--- config.mk ---
export PLATFORM = sky130hd
export DESIGN_NAME = ysyx23060136_ifu_inst_fetch
export DESIGN_NICKNAME = d
export VERILOG_FILES = /design/src/rtl/ysyx23060136_ifu_inst_fetch.sv
export SDC_FILE = /design/constraint.sdc
export NUM_CORES = 1
export LEC_CHECK = 0
export CAP_MARGIN = 20
export CORE_MARGIN = 2
export CORE_UTILIZATION = 38
export CTS_CLUSTER_SIZE = 20
export DETAILED_ROUTE_END_ITERATION = 8
export PLACE_DENSITY = 0.8
export SYNTH_ARGS = -nofsm -noshare
export SYNTH_HDL_FRONTEND = slang
export SYNTH_SLANG_ARGS = --single-unit
--- constraint.sdc ---
create_clock -name clk -period 3.15 [get_ports clk]
set_input_delay 0.63 -clock clk [delete_from_list [all_inputs] [get_ports clk]]
set_output_delay 0.63 -clock clk [all_outputs]
set_load 0.05 [all_outputs]
--- src/rtl/ysyx23060136_ifu_inst_fetch.sv ---
// Instruction fetch stage: issues one AXI-lite style read per PC and hands the word to the IDU.
// Optional macro YSYX23060136_IFU_FAULT_EN turns a non-OKAY RRESP into an access fault carrying a NOP.
`ifndef ysyx23060136_BITS_W
`define ysyx23060136_BITS_W 32
`endif
`ifndef ysyx23060136_PC_RST
`define ysyx23060136_PC_RST 32'h8000_0000
`endif

module ysyx23060136_ifu_inst_fetch (
  input  logic                             clk,
  input  logic                             rst,
  input  logic [`ysyx23060136_BITS_W-1:0]  IFU1_pc,
  input  logic                             BRANCH_PCSrc,
  input  logic                             FORWARD_stallID,
  output logic                             IFU_ARVALID,
  output logic [`ysyx23060136_BITS_W-1:0]  IFU_ARADDR,
  input  logic                             IFU_ARREADY,
  input  logic                             IFU_RVALID,
  output logic                             IFU_RREADY,
  input  logic [31:0]                      IFU_RDATA,
  input  logic [1:0]                       IFU_RRESP,
  output logic                             IFU_stall_req,
  output logic                             IFU2_valid,
  output logic [`ysyx23060136_BITS_W-1:0]  IFU2_pc,
  output logic [31:0]                      IFU2_inst,
  output logic                             IFU2_fault
);
  localparam int W = `ysyx23060136_BITS_W;
  localparam logic [W-1:0] PC_RST = `ysyx23060136_PC_RST;
  localparam logic [31:0]  NOP    = 32'h0000_0013;

  typedef enum logic [2:0] {S_IDLE, S_AR, S_R, S_OUT, S_DRAIN} state_e;

  state_e        state_q;
  logic          kill_q;
  logic          arvalid_q;
  logic [W-1:0]  araddr_q;
  logic          rready_q;
  logic          valid_q;
  logic [W-1:0]  pc_q;
  logic [31:0]   inst_q;
  logic          fault_q;

  logic          accept;
  logic          cap_fault;
  logic [31:0]   cap_inst;

`ifdef YSYX23060136_IFU_FAULT_EN
  assign cap_fault = (IFU_RRESP != 2'b00);
  assign cap_inst  = cap_fault ? NOP : IFU_RDATA;
`else
  logic unused_rresp;
  assign unused_rresp = ^IFU_RRESP;
  assign cap_fault    = 1'b0;
  assign cap_inst     = IFU_RDATA;
`endif

  assign accept        = (state_q == S_OUT) && !FORWARD_stallID;
  assign IFU_stall_req = !(BRANCH_PCSrc || accept);

  always_ff @(posedge clk or posedge rst) begin
    if (rst) begin
      state_q   <= S_IDLE;
      kill_q    <= 1'b0;
      arvalid_q <= 1'b0;
      araddr_q  <= PC_RST;
      rready_q  <= 1'b0;
      valid_q   <= 1'b0;
      pc_q      <= PC_RST;
      inst_q    <= NOP;
      fault_q   <= 1'b0;
    end else begin
      case (state_q)
        S_IDLE: begin
          if (!BRANCH_PCSrc) begin
            araddr_q  <= IFU1_pc;
            pc_q      <= IFU1_pc;
            arvalid_q <= 1'b1;
            state_q   <= S_AR;
          end
        end
        S_AR: begin
          // The address phase is never withdrawn; a flush only marks the read for draining.
          if (IFU_ARREADY) begin
            arvalid_q <= 1'b0;
            rready_q  <= 1'b1;
            state_q   <= (kill_q || BRANCH_PCSrc) ? S_DRAIN : S_R;
          end else if (BRANCH_PCSrc) begin
            kill_q <= 1'b1;
          end
        end
        S_R: begin
          if (IFU_RVALID) begin
            rready_q <= 1'b0;
            if (BRANCH_PCSrc) begin
              state_q <= S_IDLE;
            end else begin
              inst_q  <= cap_inst;
              fault_q <= cap_fault;
              valid_q <= 1'b1;
              state_q <= S_OUT;
            end
          end else if (BRANCH_PCSrc) begin
            state_q <= S_DRAIN;
          end
        end
        S_DRAIN: begin
          if (IFU_RVALID) begin
            rready_q <= 1'b0;
            kill_q   <= 1'b0;
            state_q  <= S_IDLE;
          end
        end
        S_OUT: begin
          if (BRANCH_PCSrc || !FORWARD_stallID) begin
            valid_q <= 1'b0;
            fault_q <= 1'b0;
            state_q <= S_IDLE;
          end
        end
        default: state_q <= S_IDLE;
      endcase
    end
  end

  assign IFU_ARVALID = arvalid_q;
  assign IFU_ARADDR  = araddr_q;
  assign IFU_RREADY  = rready_q;
  assign IFU2_valid  = valid_q;
  assign IFU2_pc     = pc_q;
  assign IFU2_inst   = inst_q;
  assign IFU2_fault  = fault_q;

endmodule

==> results_dict.tcl <==
set metrics [dict create \
    cts_inserted_buffers 9 \
    grt_pass1_wl_um 11000 \
    cts_setup_buffers 0 \
    synthCells 219 \
    worst_pin_slew_ns 0.560 \
    htreeDepth 3 \
    critPathCaptureType "primary output" \
    ctsRootBufferMaster "clkbuf_8" \
    final_cell_area_um2 4850 \
    final_common_cell "clkdlybuf4s50_1" \
    area_delta_synth_final_pct 57.7 \
    hold_class "reg -> reg" \
    drc 0 \
    crit_chain "clkdlybuf4s50_1 -> a31oi_1 -> buf_4" \
    crit_slowest_cell "clkdlybuf4s50_1" \
    crit_type "in -> out" \
    core_um2 7770 \
    synthSimpleGateAreaFrac_pct 3.74 \
    grtUsageMet1_pct 18.6 \
    die_width_um 94.0 \
    grt.met2_usage_pct 28.5 \
    multi_input_area_um2 963 \
    vias 2167 \
    reg2reg_slack_ns 1.33 \
    slew-limit-headroom_pct 62.6 \
    maxSlewViolCount 0 \
    grt_max_degree 38 \
    rows 32 \
    gp_congestion 0.730 \
    io_buffer_count 169 \
    drtIter0Drc 50 \
    status "finished, final reports clean" \
    clock-sinks 71 \
    use_met3_pct 6.18 \
    num_antenna_cells 0 \
    track_usage_pct 16.2 \
    die_h_um 94.0 \
    finalCritPeriodShare_pct 74.9 \
    reg2regPathDepth 3 \
    antenna_found_initial 0 \
    crit_fanout 11 \
    clock-skew-final_ns 0.00931 \
    tns_ns 0 \
    synth_top_family_by_area "multiplexers" \
    r2r-start "state_q[1]" \
    r2r-end "IFU2_pc[25]" \
    mostFrequentLayoutCells "clkdlybuf4s50_1 (168), dfrtp_1 (67), mux2_2 (63), clkbuf_8 (10), a21oi_1 (5)" \
    synth_fa_ha_area_share_pct 0 \
    start_util_pct 39.6 \
    startpoint "BRANCH_PCSrc" \
    cts_resized 0 \
    n_fill_cell 619 \
    grt_pass1_vias 2156 \
    grt.busiest_layer "met2" \
    setup_viol 0 \
    path_clk_slew_ns 0.07 \
    synthesis.nets 291 \
    crit_required_ns 2.52 \
    rsz0062_at_grt "false" \
    fin_nets 432 \
    hpwlAfterDp_um 5420 \
    drv_cap 0 \
    cts_tree "done" \
    drive_above_1_share_pct 24.9 \
    ys_types 29 \
    layout_min_cycle_time_ns 2.36 \
    synth_area_um2 3080 \
    worst_skew_pair.late_latency_ns 0.34 \
    yosys_warnings 0 \
    wl_um 7170 \
    regArea_um2 1780 \
    startpoint_type "input port" \
    finalHoldViolations 0 \
    dr.pass1.iters 4 \
    clockBufferDepth 2 \
    die_area_um2 8830 \
    cp_data_arrival_time_ns 1.73 \
    ant_nets 0 \
    max_freq_mhz 424 \
    place_area_um2 4630 \
    crit_end "IFU_stall_req" \
    pin_count 173 \
    postCtsHoldBufs 0 \
    ys_ff_latch 71 \
    grt-ovfl-total 0 \
    wl_per_cell_um 15.4 \
    syn_area_per_cell_um2 14.0 \
    slowest_delay_ns 0.62 \
    yosysSeqAreaShare_pct 57.9 \
    synth_xor_area_share_pct 0 \
    muxShareOfSynthArea_pct 23.8 \
    synth_compound_gate_area_share_pct 3.66 \
    viasPerCell 4.64 \
]
==> flip-flops by register name, summed over array words and instances, names as in the netlist <==
name         count
IFU2_valid       1
kill_q           1
IFU2_inst       32
state_q          3
IFU_RREADY       1
IFU_ARVALID      1
IFU2_pc         32
==> cells in the mapped netlist <==
cell type / number / area (um^2)
a211o_1: 1 / 8.76
a21bo_2: 1 / 10.0
a21o_1: 1 / 7.51
a21oi_1: 5 / 25.0
a31oi_1: 1 / 6.26
a32oi_1: 1 / 8.76
and2b_1: 1 / 7.51
buf_2: 6 / 30.0
buf_4: 34 / 255
buf_6: 3 / 33.8
conb_1: 1 / 3.75
dfrtp_1: 67 / 1680
dfstp_2: 4 / 105
inv_1: 3 / 11.3
mux2_1: 2 / 22.5
mux2_2: 63 / 709
nand2_1: 3 / 11.3
nand2b_1: 2 / 12.5
nand3_1: 2 / 10.0
nor2_1: 4 / 15.0
nor2b_1: 2 / 12.5
nor3_1: 2 / 10.0
nor4_4: 1 / 21.3
nor4b_1: 1 / 8.76
o2111ai_1: 1 / 8.76
o21ai_0: 4 / 20.0
o2bb2ai_1: 1 / 8.76
o32ai_1: 1 / 8.76
or2_2: 1 / 6.26
==> critical path, delay by kind of cell <==
family	cells	cell delay, ns
buffers and inverters	2	0.85
AO/OA/AOI/OAI	1	0.25
==> kinds of logic after synthesis <==
family | Yosys count
AOI/OAI and AO/OA | 17
buffers and inverters | 46
DFF | 71
muxes | 65
other | 1
and+or+nand+nor | 19
==> how the worst min path moves through the flow <==
stage	from	to	slack, ns	cells after the start
floorplan	kill_q	kill_q	0.51	2
CTS	IFU2_inst[28]	IFU2_inst[28]	0.51	1
detailed placement	IFU2_inst[28]	IFU2_inst[28]	0.49	1
global placement	IFU2_inst[30]	IFU2_inst[30]	0.49	1
global route	IFU2_inst[11]	IFU2_inst[11]	0.53	1
finish	IFU2_inst[22]	IFU2_inst[22]	0.50	1
==> final cells by class <==
class | instances | share of cell area (%)
clock buffers | 11 | 2.91
inverters | 3 | 0.232
clock inverters | 5 | 1.68
multi-input cells | 102 | 19.9
repair buffers | 173 | 36.0
flip-flops and latches | 71 | 36.7
well taps | 102 | 2.63
==> per-layer routing <==
metal  vias to the layer above  share of wire [%]
met5                         -                  0
met1                      1066                 39
li1                       1001                  -
met3                         4                8.4
met4                         0               0.61
met2                        96                 52
==> metrics by stage <==
stage | hold WS, ns | util (%) | worst slack, ns | std cells
global route | 0.525 | 62.5 | 0.724 | 467
detailed placement | 0.492 | 59.6 | 0.640 | 451
finish | 0.503 | 62.5 | 0.791 | 467
CTS | 0.511 | 62.5 | 0.783 | 467
global placement | 0.488 | 59.6 | 0.706 | 451
floorplan | 0.505 | - | 0.730 | 219
Power is not shown: default switching activity piles up to over one toggle a cycle in this logic, so the estimate is an artifact.
